==> src/rtl/aes_dec_ctrl.sv <==
// aes_dec_ctrl: Moore sequencer driving the AES-128 inverse-cipher datapath.
// It launches key expansion, loads the ciphertext and walks the state through
// the initial key add, nine full inverse rounds and the final round. It then
// pulses the result write and holds DONE until software releases START.
module aes_dec_ctrl #(
    parameter int KEYEXP_CYCLES = 10,
    parameter int SUB_CYCLES    = 2
) (
    input  logic       CLK,
    input  logic       RESET,
    input  logic       AES_START,
    output logic       keyexp_start,
    output logic       st_load_msg,
    output logic       st_load,
    output logic [2:0] op_sel,
    output logic [3:0] rk_sel,
    output logic [1:0] col_sel,
    output logic       res_we,
    output logic       AES_DONE,
    output logic       busy
);

    localparam logic [2:0] OP_NONE     = 3'd0;
    localparam logic [2:0] OP_ADDKEY   = 3'd1;
    localparam logic [2:0] OP_INVSHIFT = 3'd2;
    localparam logic [2:0] OP_INVSUB   = 3'd3;
    localparam logic [2:0] OP_INVMIX   = 3'd4;

    // One shared wait counter covers both the key-expansion delay and the
    // InvSubBytes latency. It also flags the first DONE cycle.
    localparam int MAX_WAIT = (KEYEXP_CYCLES > SUB_CYCLES) ? KEYEXP_CYCLES : SUB_CYCLES;
    localparam int CNT_W    = (MAX_WAIT > 1) ? $clog2(MAX_WAIT) : 1;
    localparam logic [CNT_W-1:0] KEYEXP_LAST = CNT_W'(KEYEXP_CYCLES - 1);
    localparam logic [CNT_W-1:0] SUB_LAST    = CNT_W'(SUB_CYCLES - 1);

    typedef enum logic [3:0] {
        S_IDLE,
        S_KEYEXP,
        S_LOAD,
        S_ARK_INIT,
        S_ISR,
        S_ISB,
        S_ARK,
        S_IMC,
        S_F_ISR,
        S_F_ISB,
        S_F_ARK,
        S_DONE
    } state_t;

    state_t           state, state_next;
    logic [3:0]       round, round_next;
    logic [1:0]       col, col_next;
    logic [CNT_W-1:0] wait_cnt, wait_next;

    // State, round, column and wait registers; a synchronous reset returns everything to IDLE with zero counters.
    always_ff @(posedge CLK) begin
        if (RESET) begin
            state    <= S_IDLE;
            round    <= 4'd0;
            col      <= 2'd0;
            wait_cnt <= '0;
        end else begin
            state    <= state_next;
            round    <= round_next;
            col      <= col_next;
            wait_cnt <= wait_next;
        end
    end

    // Next-state and counter update: sequence through the key schedule, the rounds and the final round, then hold in DONE.
    always_comb begin
        state_next = state;
        round_next = round;
        col_next   = col;
        wait_next  = wait_cnt;
        case (state)
            S_IDLE: begin
                if (AES_START) begin
                    state_next = S_KEYEXP;
                    wait_next  = '0;
                end
            end
            S_KEYEXP: begin
                if (wait_cnt == KEYEXP_LAST) begin
                    state_next = S_LOAD;
                    wait_next  = '0;
                end else begin
                    wait_next = wait_cnt + 1'b1;
                end
            end
            S_LOAD: begin
                state_next = S_ARK_INIT;
            end
            S_ARK_INIT: begin
                round_next = 4'd9;
                state_next = S_ISR;
            end
            S_ISR: begin
                state_next = S_ISB;
                wait_next  = '0;
            end
            S_ISB: begin
                if (wait_cnt == SUB_LAST) begin
                    state_next = S_ARK;
                    wait_next  = '0;
                end else begin
                    wait_next = wait_cnt + 1'b1;
                end
            end
            S_ARK: begin
                state_next = S_IMC;
                col_next   = 2'd0;
            end
            S_IMC: begin
                col_next = col + 2'd1;
                if (col == 2'd3) begin
                    if (round == 4'd1) begin
                        state_next = S_F_ISR;
                    end else begin
                        round_next = round - 4'd1;
                        state_next = S_ISR;
                    end
                end
            end
            S_F_ISR: begin
                state_next = S_F_ISB;
                wait_next  = '0;
            end
            S_F_ISB: begin
                if (wait_cnt == SUB_LAST) begin
                    state_next = S_F_ARK;
                    wait_next  = '0;
                end else begin
                    wait_next = wait_cnt + 1'b1;
                end
            end
            S_F_ARK: begin
                state_next = S_DONE;
                wait_next  = '0;
            end
            S_DONE: begin
                wait_next = CNT_W'(1);
                if (!AES_START) begin
                    state_next = S_IDLE;
                    wait_next  = '0;
                end
            end
            default: begin
                state_next = S_IDLE;
            end
        endcase
    end

    // Output decode from registered state and counters only; rk_sel keeps the last applied round key between key adds.
    always_comb begin
        keyexp_start = 1'b0;
        st_load_msg  = 1'b0;
        st_load      = 1'b0;
        op_sel       = OP_NONE;
        rk_sel       = 4'd0;
        col_sel      = col;
        res_we       = 1'b0;
        AES_DONE     = 1'b0;
        busy         = (state != S_IDLE) && (state != S_DONE);
        case (state)
            S_KEYEXP: begin
                keyexp_start = (wait_cnt == '0);
            end
            S_LOAD: begin
                st_load_msg = 1'b1;
            end
            S_ARK_INIT: begin
                op_sel  = OP_ADDKEY;
                rk_sel  = 4'd10;
                st_load = 1'b1;
            end
            S_ISR: begin
                op_sel  = OP_INVSHIFT;
                rk_sel  = round + 4'd1;
                st_load = 1'b1;
            end
            S_ISB: begin
                op_sel  = OP_INVSUB;
                rk_sel  = round + 4'd1;
                st_load = (wait_cnt == SUB_LAST);
            end
            S_ARK: begin
                op_sel  = OP_ADDKEY;
                rk_sel  = round;
                st_load = 1'b1;
            end
            S_IMC: begin
                op_sel  = OP_INVMIX;
                rk_sel  = round;
                st_load = 1'b1;
            end
            S_F_ISR: begin
                op_sel  = OP_INVSHIFT;
                rk_sel  = round;
                st_load = 1'b1;
            end
            S_F_ISB: begin
                op_sel  = OP_INVSUB;
                rk_sel  = round;
                st_load = (wait_cnt == SUB_LAST);
            end
            S_F_ARK: begin
                op_sel  = OP_ADDKEY;
                rk_sel  = 4'd0;
                st_load = 1'b1;
            end
            S_DONE: begin
                AES_DONE = 1'b1;
                res_we   = (wait_cnt == '0);
            end
            default: begin
            end
        endcase
    end

endmodule

==> config.mk <==
export PLATFORM = sky130hd
export DESIGN_NAME = aes_dec_ctrl
export DESIGN_NICKNAME = d
export VERILOG_FILES = /design/src/rtl/aes_dec_ctrl.sv
export SDC_FILE = /design/constraint.sdc
export NUM_CORES = 1
export LEC_CHECK = 0
export BUFFER_PORTS_ARGS = -buffer_cell sky130_fd_sc_hd__buf_4
export CORE_MARGIN = 2
export CORE_UTILIZATION = 40
export DETAILED_ROUTE_END_ITERATION = 6
export PLACE_DENSITY = 0.63
export SYNTH_ARGS = -nofsm -noshare
export SYNTH_HDL_FRONTEND = slang
export SYNTH_SLANG_ARGS = --single-unit
==> constraint.sdc <==
create_clock -name CLK -period 3.2 [get_ports CLK]
set_input_delay 0.64 -clock CLK [delete_from_list [all_inputs] [get_ports CLK]]
set_output_delay 0.64 -clock CLK [all_outputs]
set_load 0.02 [all_outputs]
# Word-level counts from Yosys, hierarchy flattened
# Cells that the tools add are included.
# classes
n_addsub,4
n_eq_ne,23
n_mux,24
reduce_logical,17
# ops
operator,count
$mux 4,12
$pmux 4 s12,1
$eq 4x4->1 const B,5
$pmux 4 s5,1
$eq 4x3->1 const B,4
$ne 2x2->1 const B,7
$eq 4x1->1 const B,3
$pmux 3 s4,1
$pmux 4 s3,1
$add 4x1->4 const B,2
$eq 4x2->1 const B,2
$logic_not 4->1,2
$pmux 4 s2,1
$reduce_and 6->1,1
$reduce_or 2->1,3
$reduce_or 3->1,2
$reduce_or 6->1,1
$mux 1,5
$reduce_bool 5->1,1
$ne 4x4->1 const B,1
$pmux 2 s2,1
$reduce_bool 2->1,2
$reduce_bool 4->1,1
$reduce_or 4->1,1
other kinds (7),7
# totals
ff_bits,14
in_bits,3
out_inout_bits,15

# Longest topological paths before layout
# Gate-level depths: netlist of the first run.
# depth
depth_word,4
depth_mapped,8
mapped_depth_nobuf,7

# Worst setup path before layout of the first run
# No wires, ideal clock.
# synth_timing
kind,register to output
start,register state[2]
end,output port rk_sel[2]
arrival_ps,1623
slack_ps,937
stages_incl_launch_ff,8
path_buffers,2
path_cell_list,dfxtp_1 clkbuf_1 nor2b_1 clkbuf_1 nand2_1 nor2_1 a21oi_1 o21ai_0
# synth_between
elab_chain_cells,3
word_cells_on_any_way,10
cone_classes,7 x eq/ne; 1 x mux; 2 x reduce/logical
# synth_rtl
element,line_no,rtl
from (decl),51,"state_t state, state_next;"
from (signal assigned),64,state <= state_next;
$eq 4x4->1 or $eq 4x3->1 (tied branches),166,case (state)
$reduce_or 4->1 (no source line) or $reduce_or 2->1 (tied branches),-,
$pmux 4 s3 (*),166,
to (decl),16,"output logic [3:0] rk_sel,"
# Every way passes the cells marked *; elsewhere a longest branch is shown, timed or not.

# Worst setup path after layout of the first run
# Ends and elaborated chain as after synthesis.

==> results of run 1 <==
==> registers in the layout (all words and copies together) (netlist names) <==
register and flops:
col_sel 2, wait_cnt 4, round 4, state 4
==> logic make-up after synthesis <==
group | Yosys count
mux | 1
fa+ha+maj | 7
simple gates | 71
compound gates | 39
xor+xnor | 6
buf+inv | 18
flops | 14
==> metrics by stage <==
stage	instance area (um2)	total power, W
finish	1260	0.000596
detailed placement	1240	0.000494
global placement	1240	0.000490
floorplan	1130	0.000428
CTS	1260	0.000601
global route	1260	0.000642
==> placed cells by master, fill, tap and decap left out, drive strengths merged, types with 2 or more instances in the layout <==
master and count:
nor2 18, a21oi 18, buf 17, dfxtp 14, nand2 13, o21ai 10, nand3 8, nand2b 7
ha 7, inv 6, nor3 5, nor2b 5, xnor2 4, clkbuf 3, and2 3, xor2 2
nor3b 2, nand3b 2, a221oi 2, nand4 2, a311oi 2, a211oi 2
==> synth_stat cells, drive strengths merged, types with 3 or more instances <==
| master | instances | area (um2) |
|---|---|---|
| and2 | 3 | 21.3 |
| nand2 | 13 | 48.8 |
| dfxtp | 14 | 280 |
| nand3 | 8 | 40.0 |
| nor2 | 18 | 67.6 |
| buf | 3 | 20.0 |
| nor3 | 5 | 25.0 |
| xnor2 | 4 | 35.0 |
| nand2b | 7 | 43.8 |
| inv | 6 | 22.5 |
| a21oi | 18 | 90.1 |
| o21ai | 10 | 50.1 |
| ha | 7 | 87.6 |
| clkbuf | 9 | 35.0 |
| nor2b | 5 | 31.3 |
==> where the power goes <==
group,switching (W),leakage (nW),internal (W)
combinational,0.000129,0.377,0.000113
clock,0.0000605,0.0138,0.0000437
sequential,0.0000591,0.114,0.000191
==> area by class of cell <==
type	count	area, um2	area share [%]
Clock buffer	3	22.5	1.79
Inverter	6	22.5	1.79
Multi-Input combinational cell	124	768	61.0
Sequential cell	14	280	22.2
Tap cell	31	38.8	3.08
Timing Repair Buffer	17	128	10.1
==> metal layers <==
layer  part of all wire, %  vias to the layer above  GRT usage, %
met5                     0                        -             0
met4                  0.99                        0          1.99
met3                   5.2                        4          4.54
met2                    48                       28          30.4
met1                    46                      502          23.6
li1                      -                      564             -
==> worst max-delay path by stage <==
stage	startpoint	to	slack [ps]
detailed placement	state[2]$_SDFFE_PP0P_	rk_sel[1]	860
global placement	state[2]$_SDFFE_PP0P_	rk_sel[1]	900
CTS	state[2]$_SDFFE_PP0P_	rk_sel[1]	520
global route	state[2]$_SDFFE_PP0P_	rk_sel[2]	310
finish	state[2]$_SDFFE_PP0P_	rk_sel[2]	470
floorplan	state[2]$_SDFFE_PP0P_	rk_sel[2]	940
==> worst reg2reg max path, cell delays in order (launching register included) <==
cell and delay, ps:
dfxtp_1 880, or4b_4 280, o221ai_2 110, a211oi_2 470, mux2i_1 260, a21oi_1 90
==> impl_metrics.yaml, run 1 <==
routing:
  ant_nets: 0
  vias: 1098
  viasPerCell: 5.63
  first_pass_iters: 4
  wl_um: 2730
  wl_per_cell_um: 14.0
  drtIter0Drc: 50
  drc_errors: 0
global_routing:
  antenna_found_initial: 0
  grt_util_all_layers_pct: 17.8
  grt_pass1_vias: 1006
  grt_pass1_wl_um: 4690
  grt-ovfl-total: 0
  grt_max_degree: 29
placed_design:
  dp.cells: 192
  io_buffers: 17
  gp_congestion: 0.866
  pre_cts_slack_ps: 861
  place_hpwl_um: 1920
synthesis:
  syn-num-nets: 166
  synth_top_family_by_area: "simple AND/OR/NAND/NOR gates"
  synth_xor_area_share_pct: 4.67
  async_reset_ff_share_pct: 0
  ys_types: 39
  syn-cell-area_mm2: 0.00113
  syn_area_per_cell_um2: 7.22
  synth_edf_count: 0
  synth_flop_cell: "dfxtp_1"
  synthSimpleGateAreaFrac_pct: 33.1
  yosys_warnings: 0
  yosys-mux-area-fraction_pct: 0.889
  syn_inst: 156
  synth_seq_area_share_pct: 24.9
  synth_fa_ha_area_share_pct: 7.78
  ys_ff_latch: 14
  synth_compound_area_share_pct: 21.8
timing:
  min_period_ps: 2730
  relSlewSlack_pct: 43.2
  post-route-period-util_pct: 85.2
  slew_violations: 0
  rsz0062_at_grt: "false"
  tns_ps: 0
  fin_worst_skew_ps: 8.52
  max_freq_mhz: 367
  worst_slack_ps: 473
  finalSetupViolCount: 0
  hold_viol: 0
  whs_ps: 492
  worst_slew_pin_slew_ps: 851
critical_path:
  start_kind: "register"
  worstSetupPathDepth: 6
  max_stage_delay_ps: 720
  r2r-start: "state[1]$_SDFFE_PP0P_"
  critPathSlowestCell: "dfxtp_1"
  crit_type: "reg2out"
  reg2reg_depth: 5
  crit_required_ps: 2560
  critPathArrivalTime_ps: 2090
  cp-end-kind: "primary output"
  r2r-end: "state[1]$_SDFFE_PP0P_"
  r2r_slack_ps: 1000
  path_max_fanout: 21
  critPathTopFamily: "flip-flops"
  crit_chain: "nor2b_1, nand2_1, nor2_1, a21oi_1, o21ai_0, buf_4"
  path_buf_inv: 1
pwr:
  leakagePower_nw: 0.504
  vdd_drop_max_uv: 275
  powerDensity_mw_per_mm2: 473
clock_network:
  root_buffer: "clkbuf_4"
  tritoncts: "yes"
  clk_pin_slew_ps: 90
  cts_buffers: 3
  cts_setup_buffers: 0
  clock_sinks: 14
  cts_resized: 0
  cts_max_path_buffers: 2
  cts-htree-levels: 1
  holdBufCountCts: 0
  worstSkewPairLatency_ps: 290
finish:
  areaGrowthSynthToFinish_pct: 11.9
  fill_cells: 299
  drive_above_1_share_pct: 15.9
  post-route-util_pct: 46.5
  n_antenna_cell: 0
  nets: 176
  instances_no_fill: 195
min_path:
  min_from: "col_sel[1]$_SDFFE_PP0P_"
  hp-class: "reg2reg"
  holdPathEnd: "col_sel[1]$_SDFFE_PP0P_"
  whs_path_depth: 2
outcome:
  status: "finished clean"
die:
  die-height_um: 57.1
  start_util_pct: 41.6
  core-area_mm2: 0.00271
  die_area_mm2: 0.00326
  io_pins: 18
  die_w_um: 57.1
  num_rows: 19
flow_run:
  drv_cap: 0
(Power assumes the default switching activity.)
==> run 2: changes to the inputs <==
--- a/config.mk
+++ b/config.mk
@@ -5,11 +5,12 @@
 export SDC_FILE = /design/constraint.sdc
 export NUM_CORES = 1
 export LEC_CHECK = 0
+export ABC_AREA = 1
 export BUFFER_PORTS_ARGS = -buffer_cell sky130_fd_sc_hd__buf_4
 export CORE_MARGIN = 2
-export CORE_UTILIZATION = 40
+export CORE_UTILIZATION = 59
 export DETAILED_ROUTE_END_ITERATION = 6
-export PLACE_DENSITY = 0.63
+export PLACE_DENSITY = 0.86
 export SYNTH_ARGS = -nofsm -noshare
 export SYNTH_HDL_FRONTEND = slang
 export SYNTH_SLANG_ARGS = --single-unit
==> impl_metrics.yaml, run 2 <==
outcome:
  status: "finished clean"
critical_path:
  start_kind: "register"
  path_max_fanout: 7
  critPathArrivalTime_ps: 1640
  cp-end-kind: "primary output"
  r2r_slack_ps: 1640
  crit_type: "reg2out"
  crit_required_ps: 2560
die:
  io_pins: 18
  die_area_mm2: 0.00223
  start_util_pct: 63.1
  core-area_mm2: 0.00175
  num_rows: 15
  die-height_um: 47.2
  die_w_um: 47.2
placed_design:
  gp_congestion: 0.869
  placed_cell_area_mm2: 0.00125
  place_hpwl_um: 2010
  io_buffers: 17
  pre_cts_slack_ps: 1260
clock_network:
  holdBufCountCts: 0
  cts_buffers: 3
  clock_sinks: 14
  worstSkewPairLatency_ps: 280
  tritoncts: "yes"
  cts-htree-levels: 1
  clk_pin_slew_ps: 90
  cts_setup_buffers: 0
  root_buffer: "clkbuf_4"
  cts_resized: 0
  cts_max_path_buffers: 2
pwr:
  leakagePower_nw: 0.656
  sequentialPowerShare_pct: 25.0
  p_comb_share_pct: 63.0
  p_sw_share_pct: 53.0
  vdd_drop_max_uv: 421
  powerDensity_mw_per_mm2: 864
  power_switching_w: 0.000590
  intPower_w: 0.000523
  clkPwrFrac_pct: 12.0
timing:
  rsz0062_at_grt: "false"
  worst_slew_pin_slew_ps: 398
  worst_slack_ps: 923
  fin_worst_skew_ps: 2.62
  hold_viol: 0
  min_period_ps: 2280
  slew_violations: 0
  finalSetupViolCount: 0
  post-route-period-util_pct: 71.2
  relSlewSlack_pct: 73.4
  max_freq_mhz: 439
  tns_ps: 0
  whs_ps: 493
global_routing:
  grt_max_degree: 11
  grt_util_all_layers_pct: 25.5
  antenna_found_initial: 0
  grt_pass1_vias: 962
  grt_pass1_wl_um: 4010
  grt-ovfl-total: 0
routing:
  ant_nets: 0
  vias: 1171
  first_pass_iters: 5
  viasPerCell: 5.37
  drtIter0Drc: 43
  wl_um: 2580
  drc_errors: 0
  wl_per_cell_um: 11.8
finish:
  layout.cells.most_common: "nand2_1"
  n_antenna_cell: 0
  drive_above_1_share_pct: 20.7
  reg.largest.list: "round x4, state x4, wait_cnt x4"
  areaGrowthSynthToFinish_pct: 17.0
  nets: 204
  final_cell_mix: "nand2_1, nor2_1, inv_1, nand3_1, buf_4"
  stdcell_area_mm2: 0.00129
  post-route-util_pct: 73.8
synthesis:
  synth_edf_count: 0
  syn-num-nets: 183
  syn-cell-area_mm2: 0.00110
  syn_inst: 173
  synth_seq_area_share_pct: 25.5
  yosys_warnings: 0
  synth_flop_cell: "dfxtp_1"
  ys_types: 25
  yosysTopAreaCell: "dfxtp_1"
  post-synth-top-count-cell: "nand2_1"
  syn_area_per_cell_um2: 6.36
  async_reset_ff_share_pct: 0
  synthTopCellsByArea: "dfxtp_1, nand2_1, nand3_1"
  ys_ff_latch: 14
  synth_top_cell_area_share_pct: 25.5
  synthTopCellsByCount: "nand2_1, nor2_1, inv_1"
flow_run:
  drv_cap: 0
min_path:
  hp-class: "reg2reg"
-- run 2: cell count changes in the layout (fill, tap and decap cells not counted), sizes merged, moves of 3 or more --
cell,previous run,this run
nand2b,7,0
nand2,13,48
a21oi,18,9
xnor2,4,0
nor2b,5,0
nand3,8,20
nor2,18,24
inv,6,25
and2,3,0
-- run 2: through the flow --
stage,total power (W),std cells
finish,0.00111,218
global placement,0.000961,214
global route,0.00120,218
CTS,0.00111,218
detailed placement,0.000979,214
floorplan,0.000784,173
-- run 2: cell type report --
class,instances,area (um2)
multi-input cells,132,716
fillers,148,457
flip-flops and latches,14,280
repair buffers,17,128
inverters,26,97.6
clock buffers,4,36.3
well taps,25,31.3
-- run 2: path summary, 6_finish.rpt --
kind | cells after the start | startpoint | end
hold / removal | 2 | col_sel[1]$_SDFFE_PP0P_ | col_sel[1]$_SDFFE_PP0P_
hold reg to reg | 2 | col_sel[1]$_SDFFE_PP0P_ | col_sel[1]$_SDFFE_PP0P_
setup / recovery | 8 | state[3]$_SDFFE_PP0P_ | rk_sel[3]
setup reg to reg | 9 | state[1]$_SDFFE_PP0P_ | state[2]$_SDFFE_PP0P_
-- run 2: critical path: stages, from the launching register on --
cell      delay, ps
dfxtp_1         490
inv_2           100
nand2_4         130
inv_1            80
nand2_1          90
o21ai_0         110
inv_1           110
o211ai_1         90
buf_4           160
-- run 2: logic make-up after synthesis --
group | Yosys count | share of synthesized area, %
compound gates | 23 | 11.7
flops | 14 | 25.5
xor+xnor | 2 | 1.59
fa+ha+maj | 7 | 7.95
buf+inv | 27 | 9.55
simple gates | 100 | 43.7
-- run 2: per-layer routing --
layer | wire length (um) | global-route usage [%]
met4 | 47 | 10.6
met1 | 1200 | 35.3
met5 | 0 | 0
met3 | 106 | 3.85
met2 | 1220 | 39.5
-- run 2: power groups by stage --
stage | registers [W] | clock network [W] | logic, W
3_5_place_dp | 0.000279 | 0 | 0.000699
3_3_place_gp | 0.000276 | 0 | 0.000686
4_1_cts | 0.000275 | 0.000135 | 0.000702
6_report | 0.000278 | 0.000133 | 0.000701
5_1_grt | 0.000282 | 0.000141 | 0.000778
2_1_floorplan | 0.000255 | 0 | 0.000529
==> run 3: changes to the inputs <==
--- a/config.mk
+++ b/config.mk
@@ -5,12 +5,12 @@
 export SDC_FILE = /design/constraint.sdc
 export NUM_CORES = 1
 export LEC_CHECK = 0
-export ABC_AREA = 1
+export ABC_AREA = 0
 export BUFFER_PORTS_ARGS = -buffer_cell sky130_fd_sc_hd__buf_4
 export CORE_MARGIN = 2
-export CORE_UTILIZATION = 59
+export CORE_UTILIZATION = 55
 export DETAILED_ROUTE_END_ITERATION = 6
-export PLACE_DENSITY = 0.86
+export PLACE_DENSITY = 0.81
 export SYNTH_ARGS = -nofsm -noshare
 export SYNTH_HDL_FRONTEND = slang
 export SYNTH_SLANG_ARGS = --single-unit
==> constraint.sdc (replaced) <==
create_clock -name CLK -period 2.39 [get_ports CLK]
set_input_delay 0.478 -clock CLK [delete_from_list [all_inputs] [get_ports CLK]]
set_output_delay 0.478 -clock CLK [all_outputs]
set_load 0.02 [all_outputs]
==> impl_metrics.yaml, run 3 (synthesis results as in run 1) <==
pwr:
  total_power_w: 0.000816
  powerDensity_mw_per_mm2: 636
  leakagePower_nw: 0.521
  vdd_drop_max_uv: 412
finish:
  drive_above_1_share_pct: 19.2
  areaGrowthSynthToFinish_pct: 13.9
  fill_cells: 173
  final_cell_mix: "buf_4, nor2_1, a21oi_1, nand2_1, dfxtp_1"
  reg.largest.list: "round x4, state x4, wait_cnt x4"
  nets: 179
  layout.cells.most_common: "buf_4"
  n_antenna_cell: 0
die:
  die-height_um: 49.3
  core-area_mm2: 0.00194
  die_area_mm2: 0.00243
  io_pins: 18
  start_util_pct: 58.0
  num_rows: 16
  die_w_um: 49.3
critical_path:
  crit_chain: "or4b_4, nor2_1, buf_4"
  crit_type: "reg2out"
  path_buf_inv: 1
  cp-end-kind: "primary output"
  critPathSlowestCell: "dfxtp_1"
  setup.worst_path.start: "state[0]$_SDFFE_PP0P_"
  path_max_fanout: 17
  critPathArrivalTime_ps: 1770
  critPathTopFamily: "flip-flops"
  crit_required_ps: 1910
  max_stage_delay_ps: 660
  start_kind: "register"
  r2r-start: "state[0]$_SDFFE_PP0P_"
placed_design:
  pre_cts_slack_ps: 378
  io_buffers: 17
  place_hpwl_um: 1970
  gp_congestion: 0.884
timing:
  worst_slew_pin_slew_ps: 528
  worst_slack_ps: 141
  rsz0062_at_grt: "false"
  tns_ps: 0
  max_freq_mhz: 445
  min_period_ps: 2250
  relSlewSlack_pct: 64.7
  fin_worst_skew_ps: 5.02
  post-route-period-util_pct: 94.1
  finalSetupViolCount: 0
  whs_ps: 467
  slew_violations: 0
  hold_viol: 0
clock_network:
  cts_max_path_buffers: 2
  cts_setup_buffers: 0
  clk_pin_slew_ps: 90
  holdBufCountCts: 0
  root_buffer: "clkbuf_4"
  worstSkewPairLatency_ps: 290
  cts-htree-levels: 1
  clock_sinks: 14
  tritoncts: "yes"
  cts_buffers: 3
global_routing:
  grt_pass1_wl_um: 4590
  antenna_found_initial: 0
  grt_pass1_vias: 1069
  grt_max_degree: 22
  grt_util_all_layers_pct: 23.8
  grt-ovfl-total: 0
routing:
  vias: 1145
  ant_nets: 0
  drc_errors: 0
  wl_per_cell_um: 14.3
  wl_um: 2770
  drtIter0Drc: 48
  first_pass_iters: 5
  viasPerCell: 5.90
outcome:
  status: "finished clean"
min_path:
  min_from: "RESET"
  hp-class: "in2reg"
flow_run:
  drv_cap: 0
==> run 3: cell count changes in the layout (fill, tap and decap cells not counted), sizes merged, moves of 4 or more <==
| cell | change |
|---|---|
| nand2 | -35 |
| inv | -19 |
| nand3 | -12 |
| a21oi | +9 |
| nand2b | +7 |
| nor2 | -6 |
| nor2b | +5 |
| xnor2 | +4 |
==> run 3: power by group <==
group          internal, W  total, W  switching, W
Combinational     0.000160  0.000353      0.000194
Clock            0.0000586  0.000140     0.0000809
Sequential        0.000257  0.000323     0.0000660
==> run 3: what timing repair did <==
item                                    4_1_cts  5_1_grt
gates resized for setup                       1        2
endpoints found under the setup margin        1        3
cloned                                        0        0
==> run 3: worst paths after layout <==
check / cells past startpoint / end / slack [ps]
min reg2reg: 2 / col_sel[1]$_SDFFE_PP0P_ / 480
max reg2reg: 5 / wait_cnt[3]$_SDFFE_PP0P_ / 370
max: 3 / keyexp_start / 140
min: 2 / round[3]$_SDFFE_PP0P_ / 470
==> run 3: per-stage QoR <==
stage          instances  area [um2]  utilization, %
2_1_floorplan        156        1130               -
3_3_place_gp         191        1250            64.6
3_5_place_dp         191        1250            64.6
4_1_cts              194        1280            65.9
5_1_grt              194        1280            66.0
6_report             194        1280            66.0
==> run 3: layer usage <==
metal / vias up / GRT usage [%] / part of all wire (%)
met3: 9 / 5.52 / 8.7
met4: 0 / 10.5 / 1.7
li1: 566 / - / -
met5: - / 0 / 0
met1: 511 / 30.7 / 45
met2: 59 / 37.6 / 44
==> run 3: area by class of cell <==
type / instances / area (um2) / area share (%)
clock buffers: 3 / 22.5 / 1.76
inverters: 6 / 22.5 / 1.76
multi-input cells: 124 / 771 / 60.1
flip-flops and latches: 14 / 283 / 22.0
well taps: 27 / 33.8 / 2.63
repair buffers: 20 / 150 / 11.7
